File: src/rtl/rob_multi_if.sv
// rob_multi_if: bundles the dispatch, CDB, commit, read-port, disambiguation
// and status signals of the reorder buffer. "master" is the pipeline side
// driving requests, "slave" is the reorder buffer itself.
`ifndef XLEN
`define XLEN 32
`endif

interface rob_multi_if #(
  parameter int ROB_SIZE  = 8,
  parameter int CDB_PORTS = 2
);
  localparam int TAG_W = $clog2(ROB_SIZE);
  localparam int XW    = `XLEN;

  // dispatch / allocation
  logic                      alloc_enable;
  logic                      alloc_wr_mem;
  logic [4:0]                alloc_dest_reg;
  logic [XW-1:0]             alloc_value_in;
  logic                      alloc_value_in_valid;
  logic [TAG_W-1:0]          alloc_store_dep;
  // completion broadcast
  logic [CDB_PORTS-1:0]      cdb_valid;
  logic [CDB_PORTS*TAG_W-1:0] cdb_tag;
  logic [CDB_PORTS*XW-1:0]   cdb_value;
  // commit / flush
  logic                      commit_enable;
  logic                      flush;
  // operand read port
  logic [TAG_W-1:0]          read_rob_tag;
  logic [XW-1:0]             read_value;
  logic                      read_ready;
  // load disambiguation / forwarding
  logic [XW-1:0]             load_address;
  logic [TAG_W-1:0]          load_rob_tag;
  logic                      pending_stores;
  logic                      fwd_hit;
  logic [XW-1:0]             fwd_value;
  // status and head of buffer
  logic                      full;
  logic                      empty;
  logic [TAG_W:0]            count;
  logic [TAG_W-1:0]          alloc_slot;
  logic                      head_valid;
  logic                      head_ready;
  logic                      head_wr_mem;
  logic [4:0]                head_dest_reg;
  logic [XW-1:0]             head_value;
  logic [XW-1:0]             head_address;
  logic [TAG_W-1:0]          head_tag;

  modport master (
    output alloc_enable, alloc_wr_mem, alloc_dest_reg, alloc_value_in,
           alloc_value_in_valid, alloc_store_dep, cdb_valid, cdb_tag, cdb_value,
           commit_enable, flush, read_rob_tag, load_address, load_rob_tag,
    input  read_value, read_ready, pending_stores, fwd_hit, fwd_value, full,
           empty, count, alloc_slot, head_valid, head_ready, head_wr_mem,
           head_dest_reg, head_value, head_address, head_tag
  );

  modport slave (
    input  alloc_enable, alloc_wr_mem, alloc_dest_reg, alloc_value_in,
           alloc_value_in_valid, alloc_store_dep, cdb_valid, cdb_tag, cdb_value,
           commit_enable, flush, read_rob_tag, load_address, load_rob_tag,
    output read_value, read_ready, pending_stores, fwd_hit, fwd_value, full,
           empty, count, alloc_slot, head_valid, head_ready, head_wr_mem,
           head_dest_reg, head_value, head_address, head_tag
  );
endinterface

File: src/rtl/rob_multi.sv
// rob_multi: circular reorder buffer with several CDB write ports, commit and
// flush handshakes, and older-store disambiguation for loads.
// Define ROB_STORE_FWD_EN to enable store-to-load forwarding; without it
// fwd_hit/fwd_value are tied to zero.
`ifndef XLEN
`define XLEN 32
`endif

module rob_multi #(
  parameter int ROB_SIZE  = 8,
  parameter int CDB_PORTS = 2
) (
  input logic        clock,
  input logic        reset,
  rob_multi_if.slave bus
);
  localparam int TAG_W = $clog2(ROB_SIZE);
  localparam int CNT_W = TAG_W + 1;
  localparam int XW    = `XLEN;

  logic [ROB_SIZE-1:0] valid_q, valid_d, wr_mem_q, wr_mem_d;
  logic [ROB_SIZE-1:0] vrdy_q, vrdy_d, ardy_q, ardy_d;
  logic [4:0]          dest_q  [ROB_SIZE];
  logic [4:0]          dest_d  [ROB_SIZE];
  logic [XW-1:0]       value_q [ROB_SIZE];
  logic [XW-1:0]       value_d [ROB_SIZE];
  logic [XW-1:0]       addr_q  [ROB_SIZE];
  logic [XW-1:0]       addr_d  [ROB_SIZE];
  logic [TAG_W-1:0]    dep_q   [ROB_SIZE];
  logic [TAG_W-1:0]    dep_d   [ROB_SIZE];
  logic [TAG_W-1:0]    head_q, head_d, tail_q, tail_d;
  logic [CNT_W-1:0]    count_q, count_d;

  // Unpack the flat CDB buses into per-port views.
  logic [TAG_W-1:0] cdb_tag_w [CDB_PORTS];
  logic [XW-1:0]    cdb_val_w [CDB_PORTS];
  genvar gi;
  generate
    for (gi = 0; gi < CDB_PORTS; gi++) begin : g_cdb
      assign cdb_tag_w[gi] = bus.cdb_tag[gi*TAG_W +: TAG_W];
      assign cdb_val_w[gi] = bus.cdb_value[gi*XW +: XW];
    end
  endgenerate

  logic          full_w, head_ready_w, alloc_fire, commit_fire;
  logic          byp_hit;
  logic [XW-1:0] byp_val;

  // Fullness uses registered count, so a same-cycle commit never frees a slot.
  assign full_w       = (count_q == CNT_W'(ROB_SIZE));
  assign head_ready_w = valid_q[head_q] & vrdy_q[head_q] & ardy_q[head_q];
  assign alloc_fire   = bus.alloc_enable & ~full_w & ~bus.flush;
  assign commit_fire  = bus.commit_enable & head_ready_w & ~bus.flush;

  // Store-data bypass: catch the producer's broadcast in the allocation cycle.
  always_comb begin
    byp_hit = 1'b0;
    byp_val = '0;
    for (int p = 0; p < CDB_PORTS; p++) begin
      if (bus.cdb_valid[p] && cdb_tag_w[p] == bus.alloc_store_dep) begin
        byp_hit = 1'b1;
        byp_val = cdb_val_w[p];
      end
    end
  end

  // Next state: CDB writes, then commit, then allocation; flush overrides all.
  always_comb begin
    valid_d = valid_q;
    wr_mem_d = wr_mem_q;
    vrdy_d  = vrdy_q;
    ardy_d  = ardy_q;
    dest_d  = dest_q;
    value_d = value_q;
    addr_d  = addr_q;
    dep_d   = dep_q;
    head_d  = head_q;
    tail_d  = tail_q;
    count_d = count_q;
    // Ascending port order lets the highest port win on duplicate tags.
    for (int e = 0; e < ROB_SIZE; e++) begin
      if (valid_q[e]) begin
        for (int p = 0; p < CDB_PORTS; p++) begin
          if (bus.cdb_valid[p]) begin
            if (cdb_tag_w[p] == TAG_W'(e)) begin
              if (wr_mem_q[e]) begin
                addr_d[e] = cdb_val_w[p];
                ardy_d[e] = 1'b1;
              end else begin
                value_d[e] = cdb_val_w[p];
                vrdy_d[e]  = 1'b1;
              end
            end
            if (wr_mem_q[e] && !vrdy_q[e] && cdb_tag_w[p] == dep_q[e]) begin
              value_d[e] = cdb_val_w[p];
              vrdy_d[e]  = 1'b1;
            end
          end
        end
      end
    end
    if (commit_fire) begin
      valid_d[head_q] = 1'b0;
      head_d          = head_q + 1'b1;
    end
    if (alloc_fire) begin
      valid_d[tail_q]  = 1'b1;
      wr_mem_d[tail_q] = bus.alloc_wr_mem;
      dest_d[tail_q]   = bus.alloc_dest_reg;
      dep_d[tail_q]    = bus.alloc_store_dep;
      addr_d[tail_q]   = '0;
      if (bus.alloc_wr_mem) begin
        vrdy_d[tail_q]  = bus.alloc_value_in_valid | byp_hit;
        value_d[tail_q] = bus.alloc_value_in_valid ? bus.alloc_value_in :
                          (byp_hit ? byp_val : '0);
        ardy_d[tail_q]  = 1'b0;
      end else begin
        vrdy_d[tail_q]  = 1'b0;
        value_d[tail_q] = '0;
        ardy_d[tail_q]  = 1'b1;
      end
      tail_d = tail_q + 1'b1;
    end
    count_d = count_q + CNT_W'(alloc_fire) - CNT_W'(commit_fire);
    if (bus.flush) begin
      valid_d = '0;
      head_d  = '0;
      tail_d  = '0;
      count_d = '0;
    end
  end

  // State registers with asynchronous active-low clear.
  always_ff @(posedge clock or negedge reset) begin
    if (!reset) begin
      valid_q  <= '0;
      wr_mem_q <= '0;
      vrdy_q   <= '0;
      ardy_q   <= '0;
      dest_q   <= '{default: '0};
      value_q  <= '{default: '0};
      addr_q   <= '{default: '0};
      dep_q    <= '{default: '0};
      head_q   <= '0;
      tail_q   <= '0;
      count_q  <= '0;
    end else begin
      valid_q  <= valid_d;
      wr_mem_q <= wr_mem_d;
      vrdy_q   <= vrdy_d;
      ardy_q   <= ardy_d;
      dest_q   <= dest_d;
      value_q  <= value_d;
      addr_q   <= addr_d;
      dep_q    <= dep_d;
      head_q   <= head_d;
      tail_q   <= tail_d;
      count_q  <= count_d;
    end
  end

  // Status, head and read-port outputs straight from registered state.
  assign bus.full          = full_w;
  assign bus.empty         = (count_q == '0);
  assign bus.count         = count_q;
  assign bus.alloc_slot    = tail_q;
  assign bus.head_tag      = head_q;
  assign bus.head_valid    = valid_q[head_q];
  assign bus.head_ready    = head_ready_w;
  assign bus.head_wr_mem   = valid_q[head_q] & wr_mem_q[head_q];
  assign bus.head_dest_reg = valid_q[head_q] ? dest_q[head_q]  : '0;
  assign bus.head_value    = valid_q[head_q] ? value_q[head_q] : '0;
  assign bus.head_address  = valid_q[head_q] ? addr_q[head_q]  : '0;
  assign bus.read_value    = value_q[bus.read_rob_tag];
  assign bus.read_ready    = valid_q[bus.read_rob_tag] & vrdy_q[bus.read_rob_tag];

  // Number of entries strictly older than the load (modular distance from head).
  logic [TAG_W-1:0] older_w;
  logic [TAG_W-1:0] scan_idx;
  logic             base_pend;
  assign older_w = bus.load_rob_tag - head_q;

  // Base disambiguation: any older store with unknown or equal address blocks.
  always_comb begin
    base_pend = 1'b0;
    scan_idx  = head_q;
    for (int k = 0; k < ROB_SIZE; k++) begin
      scan_idx = head_q + TAG_W'(k);
      if (TAG_W'(k) < older_w && valid_q[scan_idx] && wr_mem_q[scan_idx]) begin
        if (!ardy_q[scan_idx] || addr_q[scan_idx] == bus.load_address)
          base_pend = 1'b1;
      end
    end
  end

`ifdef ROB_STORE_FWD_EN
  logic             fwd_ok;
  logic [XW-1:0]    fwd_val;
  logic [TAG_W-1:0] fwd_idx;

  // Oldest-to-youngest scan: a match arms forwarding, an unknown address after it disarms.
  always_comb begin
    fwd_ok  = 1'b0;
    fwd_val = '0;
    fwd_idx = head_q;
    for (int k = 0; k < ROB_SIZE; k++) begin
      fwd_idx = head_q + TAG_W'(k);
      if (TAG_W'(k) < older_w && valid_q[fwd_idx] && wr_mem_q[fwd_idx]) begin
        if (ardy_q[fwd_idx] && addr_q[fwd_idx] == bus.load_address) begin
          fwd_ok  = vrdy_q[fwd_idx];
          fwd_val = value_q[fwd_idx];
        end else if (!ardy_q[fwd_idx]) begin
          fwd_ok = 1'b0;
        end
      end
    end
  end

  assign bus.fwd_hit        = fwd_ok;
  assign bus.fwd_value      = fwd_ok ? fwd_val : '0;
  assign bus.pending_stores = base_pend & ~fwd_ok;
`else
  assign bus.fwd_hit        = 1'b0;
  assign bus.fwd_value      = '0;
  assign bus.pending_stores = base_pend;
`endif

endmodule

File: src/flat_wrapper.sv
// flat-port wrapper written by rule: the top's interface ports become plain ports
module rob_multi_flat 
#(
  parameter int ROB_SIZE  = 8,
  parameter int CDB_PORTS = 2
)
  (clock, reset, bus_alloc_enable, bus_alloc_wr_mem, bus_alloc_dest_reg, bus_alloc_value_in, bus_alloc_value_in_valid, bus_alloc_store_dep, bus_cdb_valid, bus_cdb_tag, bus_cdb_value, bus_commit_enable, bus_flush, bus_read_rob_tag, bus_load_address, bus_load_rob_tag, bus_read_value, bus_read_ready, bus_pending_stores, bus_fwd_hit, bus_fwd_value, bus_full, bus_empty, bus_count, bus_alloc_slot, bus_head_valid, bus_head_ready, bus_head_wr_mem, bus_head_dest_reg, bus_head_value, bus_head_address, bus_head_tag);
  rob_multi_if #(.ROB_SIZE(ROB_SIZE), .CDB_PORTS(CDB_PORTS)) bus_i ();
  input logic clock;
  input logic reset;
  input wire logic [$bits(bus_i.alloc_enable)-1:0] bus_alloc_enable;
  input wire logic [$bits(bus_i.alloc_wr_mem)-1:0] bus_alloc_wr_mem;
  input wire logic [$bits(bus_i.alloc_dest_reg)-1:0] bus_alloc_dest_reg;
  input wire logic [$bits(bus_i.alloc_value_in)-1:0] bus_alloc_value_in;
  input wire logic [$bits(bus_i.alloc_value_in_valid)-1:0] bus_alloc_value_in_valid;
  input wire logic [$bits(bus_i.alloc_store_dep)-1:0] bus_alloc_store_dep;
  input wire logic [$bits(bus_i.cdb_valid)-1:0] bus_cdb_valid;
  input wire logic [$bits(bus_i.cdb_tag)-1:0] bus_cdb_tag;
  input wire logic [$bits(bus_i.cdb_value)-1:0] bus_cdb_value;
  input wire logic [$bits(bus_i.commit_enable)-1:0] bus_commit_enable;
  input wire logic [$bits(bus_i.flush)-1:0] bus_flush;
  input wire logic [$bits(bus_i.read_rob_tag)-1:0] bus_read_rob_tag;
  input wire logic [$bits(bus_i.load_address)-1:0] bus_load_address;
  input wire logic [$bits(bus_i.load_rob_tag)-1:0] bus_load_rob_tag;
  output wire logic [$bits(bus_i.read_value)-1:0] bus_read_value;
  output wire logic [$bits(bus_i.read_ready)-1:0] bus_read_ready;
  output wire logic [$bits(bus_i.pending_stores)-1:0] bus_pending_stores;
  output wire logic [$bits(bus_i.fwd_hit)-1:0] bus_fwd_hit;
  output wire logic [$bits(bus_i.fwd_value)-1:0] bus_fwd_value;
  output wire logic [$bits(bus_i.full)-1:0] bus_full;
  output wire logic [$bits(bus_i.empty)-1:0] bus_empty;
  output wire logic [$bits(bus_i.count)-1:0] bus_count;
  output wire logic [$bits(bus_i.alloc_slot)-1:0] bus_alloc_slot;
  output wire logic [$bits(bus_i.head_valid)-1:0] bus_head_valid;
  output wire logic [$bits(bus_i.head_ready)-1:0] bus_head_ready;
  output wire logic [$bits(bus_i.head_wr_mem)-1:0] bus_head_wr_mem;
  output wire logic [$bits(bus_i.head_dest_reg)-1:0] bus_head_dest_reg;
  output wire logic [$bits(bus_i.head_value)-1:0] bus_head_value;
  output wire logic [$bits(bus_i.head_address)-1:0] bus_head_address;
  output wire logic [$bits(bus_i.head_tag)-1:0] bus_head_tag;
  assign bus_i.alloc_enable = bus_alloc_enable;
  assign bus_i.alloc_wr_mem = bus_alloc_wr_mem;
  assign bus_i.alloc_dest_reg = bus_alloc_dest_reg;
  assign bus_i.alloc_value_in = bus_alloc_value_in;
  assign bus_i.alloc_value_in_valid = bus_alloc_value_in_valid;
  assign bus_i.alloc_store_dep = bus_alloc_store_dep;
  assign bus_i.cdb_valid = bus_cdb_valid;
  assign bus_i.cdb_tag = bus_cdb_tag;
  assign bus_i.cdb_value = bus_cdb_value;
  assign bus_i.commit_enable = bus_commit_enable;
  assign bus_i.flush = bus_flush;
  assign bus_i.read_rob_tag = bus_read_rob_tag;
  assign bus_i.load_address = bus_load_address;
  assign bus_i.load_rob_tag = bus_load_rob_tag;
  assign bus_read_value = bus_i.read_value;
  assign bus_read_ready = bus_i.read_ready;
  assign bus_pending_stores = bus_i.pending_stores;
  assign bus_fwd_hit = bus_i.fwd_hit;
  assign bus_fwd_value = bus_i.fwd_value;
  assign bus_full = bus_i.full;
  assign bus_empty = bus_i.empty;
  assign bus_count = bus_i.count;
  assign bus_alloc_slot = bus_i.alloc_slot;
  assign bus_head_valid = bus_i.head_valid;
  assign bus_head_ready = bus_i.head_ready;
  assign bus_head_wr_mem = bus_i.head_wr_mem;
  assign bus_head_dest_reg = bus_i.head_dest_reg;
  assign bus_head_value = bus_i.head_value;
  assign bus_head_address = bus_i.head_address;
  assign bus_head_tag = bus_i.head_tag;
  rob_multi #(.ROB_SIZE(ROB_SIZE), .CDB_PORTS(CDB_PORTS)) u_core (.clock(clock), .reset(reset), .bus(bus_i));
endmodule
File: config.mk
export PLATFORM = sky130hd
export DESIGN_NAME = rob_multi_flat
export DESIGN_NICKNAME = d
export VERILOG_FILES = /design/src/rtl/rob_multi_if.sv /design/src/rtl/rob_multi.sv /design/src/flat_wrapper.sv
export SDC_FILE = /design/constraint.sdc
export NUM_CORES = 2
export LEC_CHECK = 0
export CAP_MARGIN = 20
export CORE_MARGIN = 10
export CORE_UTILIZATION = 60
export DETAILED_ROUTE_END_ITERATION = 16
export PLACE_DENSITY = 0.77
export SLEW_MARGIN = 10
export SYNTH_ARGS = -nofsm -noshare
export SYNTH_HDL_FRONTEND = slang
export SYNTH_SLANG_ARGS = --single-unit
File: constraint.sdc
create_clock -name clock -period 8.2 [get_ports clock]
set_clock_uncertainty 0.2 [all_clocks]
set_input_delay 0.82 -clock clock [delete_from_list [all_inputs] [get_ports clock]]
set_output_delay 0.82 -clock clock [all_outputs]
set_load 0.05 [all_outputs]
### Yosys cells after proc, flatten, opt, wreduce, memory -nomap -nowiden

Index checks and enable logic that the tools add are counted.

* flip-flop bits (word level): 618
* input port bits: 157
* output and inout port bits: 151
* word-level logic and storage cells: 625

* add/subtract/negate cells: 11
* magnitude comparators: 31
* equality and inequality tests: 41
* muxes and demuxes: 398
* bitwise operators: 31
* reduce and logical (&&, ||, !) cells: 74

Operator list (count)
* $mux 32: 155
* $bmux 32 s3: 10
* $mux 256: 3
* $and 256x256->256: 2
* $bwmux 256: 1
* $eq 32x32->1: 8
* $not 256->256: 1
* $mux 1: 175
* $demux 32 s3: 1
* $bmux 1 s3: 27
* $mux 8: 7
* $eq 3x3->1: 18
* $logic_and 1x1->1: 45
* $bwmux 40: 1
* $ge 4x4->1 const B: 10
* $lt 3x4->1 const B: 10
* $not 3->4: 10
* $and 8x8->8: 3
* $bwmux 24: 1
* $eq 3x3->1 const B: 8
* $mux 5: 4
* $bwmux 8: 2
* $logic_not 1->1: 16
* $not 8->8: 2
* 28 further kinds: 66

### Longest topological paths before layout

* depth in word-level cells: 22
* depth in mapped cells: 19
* depth with buffers taken out: 12

### Worst setup path before layout

Ideal clock, no wire load.

* path type: reg-to-output
* start point: register u_core.head_q[0] (netlist: u_core.bus.head_tag[0])
* end point: output port bus_pending_stores
* arrival time: 4289 ps
* required time: 7180 ps
* setup slack: 2891 ps
* cell stages (with the launch flop): 18
* path buffers: 6
* cells stage by stage: dfrtp_1 inv_2 buf_4 buf_2 buf_2 ha_1 buf_6 buf_6 buf_2 mux4_2 mux2i_1 xor2_1 nand4_1 a211oi_1 o2111ai_1 nor3_1 a21oi_1 nand4_1

* word-level cells in the longest chain between the ends: 22
* elaborated cells between the ends (all ways): 152
* those cells by class: add/sub (8); order compare (8); eq/ne (8); mux (88); bitwise (8); reduce/logical (32)

RTL lines
* start: declaration: line rob_multi.sv:31 `logic [TAG_W-1:0] head_q, head_d, tail_q, tail_d;`
* start signal: assignment: line rob_multi.sv:144 `head_q <= '0;`
* start signal: assignment: line rob_multi.sv:156 `head_q <= head_d;`
* branches (longest 21 deep; another with $add 3x1->3)
* $mux 1 (*): line rob_multi.sv:189 `if (TAG_W'(k) < older_w && valid_q[scan_idx] && wr_mem_q[scan_idx]) begin`
* end: declaration: line flat_wrapper.sv:27 `output wire logic [$bits(bus_i.pending_stores)-1:0] bus_pending_stores;`

Mark *: on every way between the ends. The select of a mux whose other input is x is not followed.

### Worst setup path in the final report

* start point: register u_core.head_q[2] (netlist: u_core.bus.head_tag[2])
* end point: output port bus_pending_stores

The elaborated chain is that of the path after synthesis.

==> run summary <==
The flow ran to the end, and the final reports show no timing, DRC or antenna violations. The layout has between 6,000 and 7,000 filler cells. STA classifies the critical path endpoint as an output pin. The H-tree level count is 3. Across all layers, the routed design uses just under 50,000 vias. The post-layout minimum cycle time came out at roughly 7300 ps.

Timing would allow up to between 100 and 150 MHz. The final-report max-slew violation count is 0. The average footprint of a synthesized cell is about 10 µm². The number of warnings issued by yosys is 0. In the post-synthesis netlist, the biggest area contributors are dfrtp_1 (31%), mux4_2 (20%), xnor2_1 (4.4%). The detailed-route DRC error count came out at 0. Dividing the final minimum period by the clock period gives 0.892. Yosys mapped the design onto 66 distinct sky130hd cell types.

The global-route usage over all layers is 0.462. The die area came out at 95,000 µm². In this run the worst path has a maximum fanout of 51.

The flip-flop and latch count after synthesis is ~620. The share of post-route cells with drive strength above 1 is 0.160. The vertical extent of the die came out at slightly above 300 µm. The die width is between 300 and 400 µm. The type of element launching the critical path is a flop.

Summed over all nets, the half-perimeter wirelength after detailed placement is 143,000 µm. The number of synthesized flops with an enable pin is 0. The number of violations reported at the end of detailed-routing iteration 0 is 9,954. The combined area of the multi-input logic cells is between 30,000 and 40,000 µm².

The critical path is of the reg2out type. The area taken by flip-flops and latches is 15,500 µm². The area share of the largest cell type after synthesis is 0.310. In this run the tightest slew margin relative to its limit is 0.160. The CTS tree is built.

The min-delay analysis places its worst path in the category reg2reg. The wire length of the first global-routing pass is about 330,000 µm. The CTS sink count is about 620. The root buffer cell chosen for the clock tree is clkbuf_16. The required time at the worst-slack endpoint came out at 7180 ps.

Counting flops with an async set or reset pin after synthesis yields a share of 1.00. The top flip-flop cell by instance count after synthesis is dfrtp_1. The count of TritonRoute iterations in the first routing pass is 8. The largest vdd supply drop came out at between 0.15 and 0.2 mV. The cell area reported after detailed placement is approximately 52,000 µm².

The total I/O pin count came out at around 310. The finished cells cover ~55,000 µm². After clock tree synthesis, the clock-pin slew on the worst setup and hold paths is ~80 ps. The number of nets with antenna violations after routing is 0. The total global routing overflow came out at 0.

The latest clock arrival within the worst-skew pair is between 600 and 700 ps. Setup repair after global routing left no endpoint under its margin. TritonCTS created 71 clock buffers.

The area of the mapped netlist is roughly 50,000 µm². The synthesized instance count is just over 5,000. The routed wire length is between 200,000 and 250,000 µm. In this run the standard cell core region covers ~82,000 µm².

Dividing the detail-routed via count by the number of cells gives slightly above 8. The share of the Yosys chip area taken by registers is 0.310. The count of buffers added on input and output ports is ~270. The static power due to leakage came out at a little over 20 nW. In this run, post-CTS repair resized a total of 0 instances. Setup violations remaining at the end of the flow were counted as 0. After clock tree synthesis, the flow added hold-fix buffers numbering 1. The final weighted congestion in routability-driven placement is 1.12. The initial utilization of the core area, before any placement, comes to 0.606. The final hold violation count came out at 0. Of all cell types, the one taking the most synthesized area is dfrtp_1. The synthesis-to-layout area growth is 9.87%. The number of antenna violations at the first check in global routing came out at 7. After routing, the total negative slack on setup checks comes to 0 ps. By count the netlist is led by dfrtp_1 (618), nand2_1 (569), mux4_2 (439). The average wire per standard cell is 37.3 µm. The critical path arrival is roughly 6300 ps. The final net count came out at roughly 5,100.

The max-capacitance violation count came out at 0. The power density over the cells is just over 200 nW/µm². The via count of the first global-routing pass came to between 40,000 and 50,000.

Yosys instantiated no cell more often than dfrtp_1. The number of buffers between clock root and the deepest sink is 3. In this run the core area contains 105 standard-cell rows. The maximum number of pins on one net before global-route repair came out at 157. The transition time at the pin with the least slew margin is 1260 ps. The number of post-CTS setup repair buffers came out at 0.
-- sequential cells by signal, indices dropped and copies added, names as in the netlist --
register and flops:
u_core.addr_q 256, u_core.ardy_q 8, u_core.bus.alloc_slot 3, u_core.bus.count 4
u_core.bus.head_tag 3, u_core.dep_q 24, u_core.dest_q 40, u_core.valid_q 8
u_core.value_q 256, u_core.vrdy_q 8, u_core.wr_mem_q 8
-- worst paths after layout --
path | end | from | cells after the start | slack [ps]
max in group asynchronous | u_core.addr_q[43] | reset | 4 | 5220
hold / removal | u_core.dest_q[27] | u_core.dest_q[27] | 2 | 270
min in group asynchronous | u_core.value_q[248] | reset | 2 | 520
setup reg to reg | u_core.bus.count[3] | u_core.bus.head_tag[2] | 13 | 2560
setup / recovery | bus_pending_stores | u_core.bus.head_tag[2] | 13 | 880
hold reg to reg | u_core.dest_q[27] | u_core.dest_q[27] | 2 | 270
-- final cells by class --
cell class | instances | share of cell area
Multi-Input combinational cell | 3791 | 0.579
Sequential cell | 618 | 0.283
Timing Repair Buffer | 388 | 0.0680
Clock buffer | 102 | 0.0375
Tap cell | 1070 | 0.0244
Clock inverter | 26 | 0.00505
Inverter | 40 | 0.00283
Antenna cell | 3 | 0.000137
-- stage by stage --
stage / power, W / hold WS (ps) / cells / setup WS, ps / util
floorplan: 0.00643 / 240 / 5140 / 2890 / -
global placement: 0.00764 / 254 / 5902 / 1720 / 0.636
detailed placement: 0.00773 / 259 / 5902 / 1670 / 0.636
CTS: 0.0110 / 274 / 6031 / 977 / 0.665
global route: 0.0115 / 292 / 6036 / 757 / 0.666
finish: 0.0112 / 274 / 6038 / 882 / 0.666
-- cells by family after synthesis --
group,synth area share
other,0.0000752
buffers and inverters,0.0640
DFF,0.310
adders and majority gates,0.00432
xor gates and xnor gates,0.0583
muxes,0.252
and+or+nand+nor,0.0990
AOI/OAI and AO/OA,0.212
-- power breakdown --
part           total [W]  leakage [nW]  internal (W)  switching, W
registers        0.00424          8.37       0.00357      0.000667
clock network    0.00331          1.14       0.00188       0.00143
logic            0.00366          10.9       0.00151       0.00215
total             0.0112          20.5       0.00696       0.00425
-- per-layer routing --
metal | global-route usage | share of wire | vias up
met4 | 0.264 | 0.071 | 12
met5 | 0.00211 | 0.00045 | -
met3 | 0.203 | 0.18 | 1300
met2 | 0.636 | 0.41 | 5594
li1 | - | - | 18900
met1 | 0.600 | 0.34 | 23900
-- worst max-delay path: stages, from the launching register on --
cell and delay, ps:
dfrtp_4 810, inv_4 370, ha_4 770, buf_12 380, mux4_2 550, mux2i_1 210
xnor2_1 90, nor4_1 650, nand4_1 160, nor2_1 240, o221ai_1 160, o311a_1 170
nand4_1 140, clkdlybuf4s50_1 840
-- layout by cell type, fill, tap and decap left out, types with 127 or more instances in the layout --
cell type        synthesis  layout
o22ai_1                175     175
clkdlybuf4s50_1          0     269
xnor2_1                252     251
nor2_1                 404     393
o21ai_0                327     327
nand2_1                569     562
a21oi_1                130     127
a22o_1                 182     182
dfrtp_1                618     610
mux2i_1                217     216
a22oi_1                264     264
o211ai_1               161     161
mux4_2                 439     439
No activity file was read; power rests on OpenSTA's default activity.
